[config.mk]
export PLATFORM = sky130hd
export DESIGN_NAME = id_ex_stage_flat
export DESIGN_NICKNAME = d
export VERILOG_FILES = /design/src/rtl/core_pkg.sv /design/src/rtl/id_ex_stage_if.sv /design/src/rtl/hazard_detect.sv /design/src/rtl/id_ex_stage.sv /design/src/flat_wrapper.sv
export SDC_FILE = /design/constraint.sdc
export NUM_CORES = 1
export LEC_CHECK = 0
export BUFFER_PORTS_ARGS = -buffer_cell sky130_fd_sc_hd__buf_2
export CAP_MARGIN = 20
export CORE_AREA = 4 4 134 136
export CTS_CLUSTER_DIAMETER = 120
export DETAILED_ROUTE_END_ITERATION = 7
export DIE_AREA = 0 0 138 140
export GPL_TIMING_DRIVEN = 0
export HOLD_SLACK_MARGIN = 0.1
export PLACE_DENSITY = 0.83
export SLEW_MARGIN = 20
export SYNTH_ARGS = -nofsm -noshare
export SYNTH_HDL_FRONTEND = slang
export SYNTH_SLANG_ARGS = --single-unit
export TNS_END_PERCENT = 50
[constraint.sdc]
create_clock -name clk -period 4.4 [get_ports clk]
set_input_delay 0.44 -clock clk [delete_from_list [all_inputs] [get_ports clk]]
set_output_delay 0.44 -clock clk [all_outputs]
set_load 0.005 [all_outputs]
[src/rtl/core_pkg.sv]
// ---------------------------------------------------------------------------
// core_pkg
//   Definitions shared across the 5-stage RISC-V core pipeline.
//   - CTRL_W and the bit position of every flag in the decoded control vector
//     {RegWrite, MemRead, MemWrite, MemtoReg, ALUSrc, Branch, ALUOp[1:0]}
//   - ALUOp encodings consumed by alu_ctl
//   - small accessor helpers so callers never hard-code bit positions
// ---------------------------------------------------------------------------
package core_pkg;

    localparam int CTRL_W = 8;

    // Bit positions inside the control vector
    localparam int CTRL_REGWRITE = 7;
    localparam int CTRL_MEMREAD  = 6;
    localparam int CTRL_MEMWRITE = 5;
    localparam int CTRL_MEMTOREG = 4;
    localparam int CTRL_ALUSRC   = 3;
    localparam int CTRL_BRANCH   = 2;
    localparam int CTRL_ALUOP_HI = 1;
    localparam int CTRL_ALUOP_LO = 0;

    // ALUOp encodings
    typedef enum logic [1:0] {
        ALUOP_ADD   = 2'b00,
        ALUOP_SUB   = 2'b01,
        ALUOP_RTYPE = 2'b10
    } alu_op_e;

    typedef logic [CTRL_W-1:0] ctrl_t;

    // A control vector of all zeros is a bubble: no writes, no memory access,
    // and ALUOp=ADD so alu_ctl stays side-effect free.
    localparam ctrl_t CTRL_BUBBLE = '0;

    function automatic logic ctrl_mem_read(input ctrl_t c);
        return c[CTRL_MEMREAD];
    endfunction

    function automatic logic [1:0] ctrl_alu_op(input ctrl_t c);
        return c[CTRL_ALUOP_HI:CTRL_ALUOP_LO];
    endfunction

endpackage

[src/rtl/id_ex_stage_if.sv]
// ---------------------------------------------------------------------------
// id_ex_stage_if
//   Bundle between the decode stage (master side: drives id_* and flush) and
//   the ID/EX register (slave side: drives ex_*, stall_o and the counters).
//   Parameters
//     XLEN   datapath width of operands, immediate and PC
//     CNT_W  width of the stall/flush event counters
//   Signals
//     id_valid, id_ctrl, id_funct7, id_funct3, id_rs1, id_rs2, id_rd,
//     id_rs1_data, id_rs2_data, id_imm, id_pc, flush    : ID -> ID/EX
//     stall_o, ex_valid, ex_ctrl, ex_alu_op, ex_funct7, ex_funct3, ex_rs1,
//     ex_rs2, ex_rd, ex_rs1_data, ex_rs2_data, ex_imm, ex_pc,
//     stall_cnt, flush_cnt                               : ID/EX -> core
// ---------------------------------------------------------------------------
interface id_ex_stage_if #(
    parameter int XLEN  = 32,
    parameter int CNT_W = 16
);
    import core_pkg::*;

    // Decode side
    logic              id_valid;
    logic [CTRL_W-1:0] id_ctrl;
    logic              id_funct7;
    logic [2:0]        id_funct3;
    logic [4:0]        id_rs1;
    logic [4:0]        id_rs2;
    logic [4:0]        id_rd;
    logic [XLEN-1:0]   id_rs1_data;
    logic [XLEN-1:0]   id_rs2_data;
    logic [XLEN-1:0]   id_imm;
    logic [XLEN-1:0]   id_pc;
    logic              flush;

    // Execute side
    logic              stall_o;
    logic              ex_valid;
    logic [CTRL_W-1:0] ex_ctrl;
    logic [1:0]        ex_alu_op;
    logic              ex_funct7;
    logic [2:0]        ex_funct3;
    logic [4:0]        ex_rs1;
    logic [4:0]        ex_rs2;
    logic [4:0]        ex_rd;
    logic [XLEN-1:0]   ex_rs1_data;
    logic [XLEN-1:0]   ex_rs2_data;
    logic [XLEN-1:0]   ex_imm;
    logic [XLEN-1:0]   ex_pc;
    logic [CNT_W-1:0]  stall_cnt;
    logic [CNT_W-1:0]  flush_cnt;

    modport master (
        output id_valid, id_ctrl, id_funct7, id_funct3, id_rs1, id_rs2, id_rd,
               id_rs1_data, id_rs2_data, id_imm, id_pc, flush,
        input  stall_o, ex_valid, ex_ctrl, ex_alu_op, ex_funct7, ex_funct3,
               ex_rs1, ex_rs2, ex_rd, ex_rs1_data, ex_rs2_data, ex_imm, ex_pc,
               stall_cnt, flush_cnt
    );

    modport slave (
        input  id_valid, id_ctrl, id_funct7, id_funct3, id_rs1, id_rs2, id_rd,
               id_rs1_data, id_rs2_data, id_imm, id_pc, flush,
        output stall_o, ex_valid, ex_ctrl, ex_alu_op, ex_funct7, ex_funct3,
               ex_rs1, ex_rs2, ex_rd, ex_rs1_data, ex_rs2_data, ex_imm, ex_pc,
               stall_cnt, flush_cnt
    );

endinterface

[src/rtl/hazard_detect.sv]
// ---------------------------------------------------------------------------
// hazard_detect
//   Purely combinational load-use detector. A load sitting in EX whose
//   destination is read by the instruction in ID forces a one-cycle bubble,
//   because the loaded value only exists after MEM.
//   Ports
//     ex_valid_i     EX slot holds a real instruction
//     ex_mem_read_i  instruction in EX is a load
//     ex_rd_i        destination of the instruction in EX
//     id_valid_i     ID holds a real instruction
//     id_rs1_i       source 1 of the instruction in ID
//     id_rs2_i       source 2 of the instruction in ID
//     stall_o        1 = hold PC and IF/ID, insert a bubble into EX
// ---------------------------------------------------------------------------
module hazard_detect (
    input  logic       ex_valid_i,
    input  logic       ex_mem_read_i,
    input  logic [4:0] ex_rd_i,
    input  logic       id_valid_i,
    input  logic [4:0] id_rs1_i,
    input  logic [4:0] id_rs2_i,
    output logic       stall_o
);

    logic load_in_ex;
    logic src_match;

    // x0 is hardwired to zero, so a load targeting it can never be a producer.
    assign load_in_ex = ex_valid_i & ex_mem_read_i & (ex_rd_i != 5'd0);
    assign src_match  = (ex_rd_i == id_rs1_i) | (ex_rd_i == id_rs2_i);
    assign stall_o    = load_in_ex & id_valid_i & src_match;

endmodule

[src/rtl/id_ex_stage.sv]
// ---------------------------------------------------------------------------
// id_ex_stage
//   ID/EX pipeline register with load-use hazard detection.
//   Each rising edge, in priority order:
//     flush  -> bubble into EX, flush_cnt saturating increment
//     stall  -> bubble into EX, stall_cnt saturating increment
//     else   -> capture everything from ID, ex_valid = id_valid
//   A bubble clears only ex_valid and ex_ctrl; the payload fields keep their
//   previous contents so the datapath stays deterministic without extra muxing.
//   Parameters
//     XLEN   datapath width (must match the bound interface)
//     CNT_W  event counter width (must match the bound interface)
//   Ports
//     clk    rising-edge clock
//     rst_n  asynchronous active-low reset; clears every register
//     bus    id_ex_stage_if slave modport (ID inputs, EX outputs, counters)
// ---------------------------------------------------------------------------
module id_ex_stage
    import core_pkg::*;
#(
    parameter int XLEN  = 32,
    parameter int CNT_W = 16
) (
    input  logic          clk,
    input  logic          rst_n,
    id_ex_stage_if.slave  bus
);

    // -----------------------------------------------------------------------
    // State
    // -----------------------------------------------------------------------
    logic              ex_valid_q,    ex_valid_d;
    logic [CTRL_W-1:0] ex_ctrl_q,     ex_ctrl_d;
    logic              ex_funct7_q,   ex_funct7_d;
    logic [2:0]        ex_funct3_q,   ex_funct3_d;
    logic [4:0]        ex_rs1_q,      ex_rs1_d;
    logic [4:0]        ex_rs2_q,      ex_rs2_d;
    logic [4:0]        ex_rd_q,       ex_rd_d;
    logic [XLEN-1:0]   ex_rs1_data_q, ex_rs1_data_d;
    logic [XLEN-1:0]   ex_rs2_data_q, ex_rs2_data_d;
    logic [XLEN-1:0]   ex_imm_q,      ex_imm_d;
    logic [XLEN-1:0]   ex_pc_q,       ex_pc_d;
    logic [CNT_W-1:0]  stall_cnt_q,   stall_cnt_d;
    logic [CNT_W-1:0]  flush_cnt_q,   flush_cnt_d;

    logic              stall;

    // -----------------------------------------------------------------------
    // Load-use detection. Because reset clears ex_valid_q, stall is already
    // low for the whole reset interval without extra gating.
    // -----------------------------------------------------------------------
    hazard_detect u_hazard_detect (
        .ex_valid_i    (ex_valid_q),
        .ex_mem_read_i (ctrl_mem_read(ex_ctrl_q)),
        .ex_rd_i       (ex_rd_q),
        .id_valid_i    (bus.id_valid),
        .id_rs1_i      (bus.id_rs1),
        .id_rs2_i      (bus.id_rs2),
        .stall_o       (stall)
    );

    // -----------------------------------------------------------------------
    // Next-state
    // -----------------------------------------------------------------------
    always_comb begin
        // Hold by default: a bubble leaves the payload untouched.
        ex_valid_d    = ex_valid_q;
        ex_ctrl_d     = ex_ctrl_q;
        ex_funct7_d   = ex_funct7_q;
        ex_funct3_d   = ex_funct3_q;
        ex_rs1_d      = ex_rs1_q;
        ex_rs2_d      = ex_rs2_q;
        ex_rd_d       = ex_rd_q;
        ex_rs1_data_d = ex_rs1_data_q;
        ex_rs2_data_d = ex_rs2_data_q;
        ex_imm_d      = ex_imm_q;
        ex_pc_d       = ex_pc_q;
        stall_cnt_d   = stall_cnt_q;
        flush_cnt_d   = flush_cnt_q;

        if (bus.flush) begin
            // Flush outranks a simultaneous stall; only the flush is counted.
            ex_valid_d = 1'b0;
            ex_ctrl_d  = CTRL_BUBBLE;
            if (flush_cnt_q != {CNT_W{1'b1}}) begin
                flush_cnt_d = flush_cnt_q + CNT_W'(1);
            end
        end else if (stall) begin
            // The bubble clears ex_valid, so the hazard cannot persist past
            // this one cycle.
            ex_valid_d = 1'b0;
            ex_ctrl_d  = CTRL_BUBBLE;
            if (stall_cnt_q != {CNT_W{1'b1}}) begin
                stall_cnt_d = stall_cnt_q + CNT_W'(1);
            end
        end else begin
            ex_valid_d    = bus.id_valid;
            // An empty ID slot must not leak stray write/memory enables.
            ex_ctrl_d     = bus.id_valid ? bus.id_ctrl : CTRL_BUBBLE;
            ex_funct7_d   = bus.id_funct7;
            ex_funct3_d   = bus.id_funct3;
            ex_rs1_d      = bus.id_rs1;
            ex_rs2_d      = bus.id_rs2;
            ex_rd_d       = bus.id_rd;
            ex_rs1_data_d = bus.id_rs1_data;
            ex_rs2_data_d = bus.id_rs2_data;
            ex_imm_d      = bus.id_imm;
            ex_pc_d       = bus.id_pc;
        end
    end

    // -----------------------------------------------------------------------
    // Registers
    // -----------------------------------------------------------------------
    always_ff @(posedge clk or negedge rst_n) begin
        if (!rst_n) begin
            ex_valid_q    <= 1'b0;
            ex_ctrl_q     <= '0;
            ex_funct7_q   <= 1'b0;
            ex_funct3_q   <= '0;
            ex_rs1_q      <= '0;
            ex_rs2_q      <= '0;
            ex_rd_q       <= '0;
            ex_rs1_data_q <= '0;
            ex_rs2_data_q <= '0;
            ex_imm_q      <= '0;
            ex_pc_q       <= '0;
            stall_cnt_q   <= '0;
            flush_cnt_q   <= '0;
        end else begin
            ex_valid_q    <= ex_valid_d;
            ex_ctrl_q     <= ex_ctrl_d;
            ex_funct7_q   <= ex_funct7_d;
            ex_funct3_q   <= ex_funct3_d;
            ex_rs1_q      <= ex_rs1_d;
            ex_rs2_q      <= ex_rs2_d;
            ex_rd_q       <= ex_rd_d;
            ex_rs1_data_q <= ex_rs1_data_d;
            ex_rs2_data_q <= ex_rs2_data_d;
            ex_imm_q      <= ex_imm_d;
            ex_pc_q       <= ex_pc_d;
            stall_cnt_q   <= stall_cnt_d;
            flush_cnt_q   <= flush_cnt_d;
        end
    end

    // -----------------------------------------------------------------------
    // Outputs
    // -----------------------------------------------------------------------
    assign bus.stall_o     = stall;
    assign bus.ex_valid    = ex_valid_q;
    assign bus.ex_ctrl     = ex_ctrl_q;
    assign bus.ex_alu_op   = ctrl_alu_op(ex_ctrl_q);
    assign bus.ex_funct7   = ex_funct7_q;
    assign bus.ex_funct3   = ex_funct3_q;
    assign bus.ex_rs1      = ex_rs1_q;
    assign bus.ex_rs2      = ex_rs2_q;
    assign bus.ex_rd       = ex_rd_q;
    assign bus.ex_rs1_data = ex_rs1_data_q;
    assign bus.ex_rs2_data = ex_rs2_data_q;
    assign bus.ex_imm      = ex_imm_q;
    assign bus.ex_pc       = ex_pc_q;
    assign bus.stall_cnt   = stall_cnt_q;
    assign bus.flush_cnt   = flush_cnt_q;

endmodule
[src/flat_wrapper.sv]
// flat-port wrapper written by rule: the top's interface ports become plain ports
module id_ex_stage_flat import core_pkg::*;
#(
    parameter int XLEN  = 32,
    parameter int CNT_W = 16
)
  (clk, rst_n, bus_id_valid, bus_id_ctrl, bus_id_funct7, bus_id_funct3, bus_id_rs1, bus_id_rs2, bus_id_rd, bus_id_rs1_data, bus_id_rs2_data, bus_id_imm, bus_id_pc, bus_flush, bus_stall_o, bus_ex_valid, bus_ex_ctrl, bus_ex_alu_op, bus_ex_funct7, bus_ex_funct3, bus_ex_rs1, bus_ex_rs2, bus_ex_rd, bus_ex_rs1_data, bus_ex_rs2_data, bus_ex_imm, bus_ex_pc, bus_stall_cnt, bus_flush_cnt);
  id_ex_stage_if #(.XLEN(XLEN), .CNT_W(CNT_W)) bus_i ();
  input  logic clk;
  input  logic rst_n;
  input wire logic [$bits(bus_i.id_valid)-1:0] bus_id_valid;
  input wire logic [$bits(bus_i.id_ctrl)-1:0] bus_id_ctrl;
  input wire logic [$bits(bus_i.id_funct7)-1:0] bus_id_funct7;
  input wire logic [$bits(bus_i.id_funct3)-1:0] bus_id_funct3;
  input wire logic [$bits(bus_i.id_rs1)-1:0] bus_id_rs1;
  input wire logic [$bits(bus_i.id_rs2)-1:0] bus_id_rs2;
  input wire logic [$bits(bus_i.id_rd)-1:0] bus_id_rd;
  input wire logic [$bits(bus_i.id_rs1_data)-1:0] bus_id_rs1_data;
  input wire logic [$bits(bus_i.id_rs2_data)-1:0] bus_id_rs2_data;
  input wire logic [$bits(bus_i.id_imm)-1:0] bus_id_imm;
  input wire logic [$bits(bus_i.id_pc)-1:0] bus_id_pc;
  input wire logic [$bits(bus_i.flush)-1:0] bus_flush;
  output wire logic [$bits(bus_i.stall_o)-1:0] bus_stall_o;
  output wire logic [$bits(bus_i.ex_valid)-1:0] bus_ex_valid;
  output wire logic [$bits(bus_i.ex_ctrl)-1:0] bus_ex_ctrl;
  output wire logic [$bits(bus_i.ex_alu_op)-1:0] bus_ex_alu_op;
  output wire logic [$bits(bus_i.ex_funct7)-1:0] bus_ex_funct7;
  output wire logic [$bits(bus_i.ex_funct3)-1:0] bus_ex_funct3;
  output wire logic [$bits(bus_i.ex_rs1)-1:0] bus_ex_rs1;
  output wire logic [$bits(bus_i.ex_rs2)-1:0] bus_ex_rs2;
  output wire logic [$bits(bus_i.ex_rd)-1:0] bus_ex_rd;
  output wire logic [$bits(bus_i.ex_rs1_data)-1:0] bus_ex_rs1_data;
  output wire logic [$bits(bus_i.ex_rs2_data)-1:0] bus_ex_rs2_data;
  output wire logic [$bits(bus_i.ex_imm)-1:0] bus_ex_imm;
  output wire logic [$bits(bus_i.ex_pc)-1:0] bus_ex_pc;
  output wire logic [$bits(bus_i.stall_cnt)-1:0] bus_stall_cnt;
  output wire logic [$bits(bus_i.flush_cnt)-1:0] bus_flush_cnt;
  assign bus_i.id_valid = bus_id_valid;
  assign bus_i.id_ctrl = bus_id_ctrl;
  assign bus_i.id_funct7 = bus_id_funct7;
  assign bus_i.id_funct3 = bus_id_funct3;
  assign bus_i.id_rs1 = bus_id_rs1;
  assign bus_i.id_rs2 = bus_id_rs2;
  assign bus_i.id_rd = bus_id_rd;
  assign bus_i.id_rs1_data = bus_id_rs1_data;
  assign bus_i.id_rs2_data = bus_id_rs2_data;
  assign bus_i.id_imm = bus_id_imm;
  assign bus_i.id_pc = bus_id_pc;
  assign bus_i.flush = bus_flush;
  assign bus_stall_o = bus_i.stall_o;
  assign bus_ex_valid = bus_i.ex_valid;
  assign bus_ex_ctrl = bus_i.ex_ctrl;
  assign bus_ex_alu_op = bus_i.ex_alu_op;
  assign bus_ex_funct7 = bus_i.ex_funct7;
  assign bus_ex_funct3 = bus_i.ex_funct3;
  assign bus_ex_rs1 = bus_i.ex_rs1;
  assign bus_ex_rs2 = bus_i.ex_rs2;
  assign bus_ex_rd = bus_i.ex_rd;
  assign bus_ex_rs1_data = bus_i.ex_rs1_data;
  assign bus_ex_rs2_data = bus_i.ex_rs2_data;
  assign bus_ex_imm = bus_i.ex_imm;
  assign bus_ex_pc = bus_i.ex_pc;
  assign bus_stall_cnt = bus_i.stall_cnt;
  assign bus_flush_cnt = bus_i.flush_cnt;
  id_ex_stage #(.XLEN(XLEN), .CNT_W(CNT_W)) u_core (.clk(clk), .rst_n(rst_n), .bus(bus_i));
endmodule
==> results.cfg <==
[die]
die_width_um = 138
die_height_um = 140
die_area_um2 = 19300
start_util_pct = 47.1
core_um2 = 16900
floorplan.rows = 48
ioPinCount = 350

[yosys]
synth_ff_type = sky130_fd_sc_hd__dfrtp_1
seq_area_frac_synth_pct = 58.9
yosys.area_share.xor_xnor_pct = 4.17
synth_cell_type_count = 33
simple_gate_area_share_of_the_yosys_netlist_pct = 5.81
yosys.area_share.adder_pct = 0.313
synth_warnings = 0
synth-compound-area-share_pct = 1.13
number_of_enable_flip_flop_cells_after_synthesis = 0
synth_mux_area_share_pct = 25.7
postSynthNetCount = 657
syn_area_um2 = 7980
yosys_register_bits = 188
synth_top_family_by_area = multiplexers
asyncSetResetFlopFracSynth_pct = 100
synth_cells = 496
syn_area_per_cell_um2 = 16.1

[finish]
fillers = 1296
layout.core_utilization_pct = 62.9
post_route_cells_drive_above_1_share_pct = 59.4
final_net_count = 1027
area_growth_pct = 33.5
multi_input_gate_area_in_the_final_layout_um2 = 2970
area.sequential_um2 = 4700

[pwr]
leakage_uw = 0.00552
net-switching-power_uw = 1100
power_density_nw_per_um2 = 400
seqPwrFrac_pct = 47.8
power.clock.fraction_pct = 35.9
cellInternalPower_uw = 3160
combPwrFrac_pct = 16.3
power_switching_share_pct = 25.9
worst_ir_drop_vdd_mv = 0.252

[min_path]
hold_start = bus_id_ctrl[7]
timing.hold.worst.class = input pin to register

[clock_network]
ctsHtreeMaxLevel = 4
clock_tree.root_cell = sky130_fd_sc_hd__clkbuf_16
cts-buffers-inserted = 17
post_cts_setup_buffer_count = 0
clk_pin_slew_worst_paths_ns = 0.07
cts_tree = yes
clock_latency_ns = 0.43
cts.sink_count = 188
cts.path.max_buffers = 2

[critical_path]
crit_path_start_kind = register
cp_num_buf_inv = 2
worst_setup_path_end_kind = output port
critical_path.max_fanout = 10
crit_family = simple AND/OR/NAND/NOR gates
critical_path.slowest_cell = sky130_fd_sc_hd__or4_1
critical_path_class = register to output port
cp.arrival_ns = 2.34
critical_path.cell_chain = or4_1, o2111ai_1, clkbuf_1, nor2_1, buf_2
worstPathRequired_ns = 3.96
worst_setup_path_startpoint = u_core.bus.ex_rd[1]
r2r-start = u_core.bus.ex_rd[1]
cp_slowest_stage_delay_ns = 0.61
ff2ff_setup_slack_ns = 1.89

[placed_design]
detailed_place_hpwl_um = 16200
numPortBuffers = 349
gp_routability_congestion = 0.836
post-place-ws_ns = 1.90

[drt]
detail_route.vias_per_cell = 4.97
vias = 5500
drt-wirelength-per-cell_um = 18.7
drcViolationCount = 0
initialDrtViolationCount = 232
dr.max_layer_used = met5
wl_met1_um = 7910
detail_route.wirelength_um = 20700
met3WireLength_um = 1340
drt-pass1-iter-count = 6
wl_met2_um = 11000
route.antenna.remaining_nets = 0

[sta]
finalHoldViolCount = 0
fmax_mhz = 360
number_of_pins_with_negative_max_slew_slack_in_the_final_report = 0
slew-limit-headroom_pct = 52.9
worst_clock_skew_ns = 0.0107
holdWs_ns = 0.214
layout_worst_path_cycle_share_pct = 63.2
rsz0062_at_grt = no
post-route-worst-setup-slack_ns = 1.62
totalNegativeSetupSlack_ns = 0
report.final.setup_viol = 0
actual_transition_at_the_worst_max_transition_pin_ns = 0.699
period_minus_slack_ns = 2.78

[outcome]
run_status = complete, no violations

[grt]
grt_pass1_vias = 6015
grt.overflow.total = 0
initial_antenna_violation_count = 3
grt_max_degree = 103
grt_usage_pct = 21.6
grt_first_pass_wirelength_um = 33100

[flow_run]
maxCapViolCount = 0
==> layout make-up <==
type | instances | share of cell area, %
well taps | 225 | 2.64
inverters | 1 | 0.0352
multi-input cells | 284 | 27.8
diodes | 2 | 0.0470
clock inverters | 14 | 1.54
flip-flops and latches | 188 | 44.1
repair buffers | 351 | 16.8
plain buffers | 23 | 2.91
clock buffers | 18 | 4.03
==> worst paths after layout <==
kind,endpoint,cells past startpoint
setup / recovery,bus_stall_o,5
hold / removal,u_core.bus.ex_ctrl[7],2
setup reg to reg,u_core.bus.ex_pc[0],6
hold reg to reg,u_core.bus.ex_pc[22],1
max in group asynchronous,u_core.bus.ex_rs1_data[18],3
min in group asynchronous,u_core.bus.ex_rs2[2],2
==> power by group through the flow <==
stage | Combinational [uW] | Clock [uW] | Sequential [uW]
detailed placement | 703 | 0 | 2070
CTS | 709 | 1570 | 2040
global route | 759 | 1650 | 2060
finish | 695 | 1530 | 2040
floorplan | 320 | 0 | 2070
global placement | 682 | 0 | 2050
==> metrics by stage <==
step | instance area [um^2] | cells | total power [uW]
2_1_floorplan | 7980 | 496 | 2390
3_3_place_gp | 10000 | 1070 | 2740
3_5_place_dp | 10000 | 1071 | 2770
4_1_cts | 10700 | 1104 | 4310
5_1_grt | 10700 | 1106 | 4470
6_report | 10700 | 1106 | 4260
==> routing by layer <==
metal  vias to the layer above  global-route usage (%)
met5                         -                       0
met4                         2                    7.59
met3                        39                    6.52
met2                       229                    38.2
met1                      2723                    25.1
li1                       2507                       -
==> kinds of logic (layout without fill, tap and decap cells) <==
kind of cell,after synthesis,in the layout
other cells,0,2
buf+inv,24,407
compound gates,10,10
flops,188,188
xor+xnor,38,38
fa+ha+maj,2,2
simple gates,85,85
mux,149,149
==> sequential cells by signal, indices dropped and copies added (netlist names) <==
name                    flops
u_core.bus.ex_imm          32
u_core.bus.ex_pc           32
u_core.bus.ex_rs1_data     32
u_core.bus.ex_rs2_data     32
u_core.bus.flush_cnt       16
u_core.bus.stall_cnt       16
u_core.bus.ex_ctrl          8
u_core.bus.ex_rd            5
u_core.bus.ex_rs1           5
u_core.bus.ex_rs2           5
u_core.bus.ex_funct3        3
u_core.bus.ex_funct7        1
u_core.bus.ex_valid         1
==> cells in the final DEF (no fill, tap or decap), drive strengths merged, types with 9 or more instances in the layout <==
cell and count:
buf 369, dfrtp 188, mux2 149, xnor2 22, clkbuf 22, xor2 16, nand3 15, nand2 13
nand4 13, nor4 10, and2 9, nor3 9
==> cells in the mapped netlist, types with 2 or more instances <==
cell type	count	area share (%)
sky130_fd_sc_hd__mux2_2	19	2.7
sky130_fd_sc_hd__and3_1	5	0.39
sky130_fd_sc_hd__nand2b_1	2	0.16
sky130_fd_sc_hd__ha_1	2	0.31
sky130_fd_sc_hd__nor4_1	10	0.78
sky130_fd_sc_hd__xnor2_1	22	2.4
sky130_fd_sc_hd__mux2_4	100	19
sky130_fd_sc_hd__nand3_1	15	0.94
sky130_fd_sc_hd__or4_1	2	0.19
sky130_fd_sc_hd__and2_1	9	0.71
sky130_fd_sc_hd__xor2_1	16	1.8
sky130_fd_sc_hd__nor3_1	9	0.56
sky130_fd_sc_hd__buf_6	4	0.56
sky130_fd_sc_hd__buf_4	4	0.38
sky130_fd_sc_hd__nand4_1	13	1.0
sky130_fd_sc_hd__and4_1	2	0.22
sky130_fd_sc_hd__nand2_1	13	0.61
sky130_fd_sc_hd__buf_12	11	2.8
sky130_fd_sc_hd__nor2_1	5	0.24
sky130_fd_sc_hd__mux2_1	30	4.2
sky130_fd_sc_hd__dfrtp_1	188	59
sky130_fd_sc_hd__clkbuf_1	4	0.19
==> repair_timing <==
item,in CTS,in global routing
gates resized for setup,0,0
endpoints found under the setup margin,0,0
hold buffers,1,0
hold endpoints to repair,86,0
No activity file was read; power rests on OpenSTA's default activity.
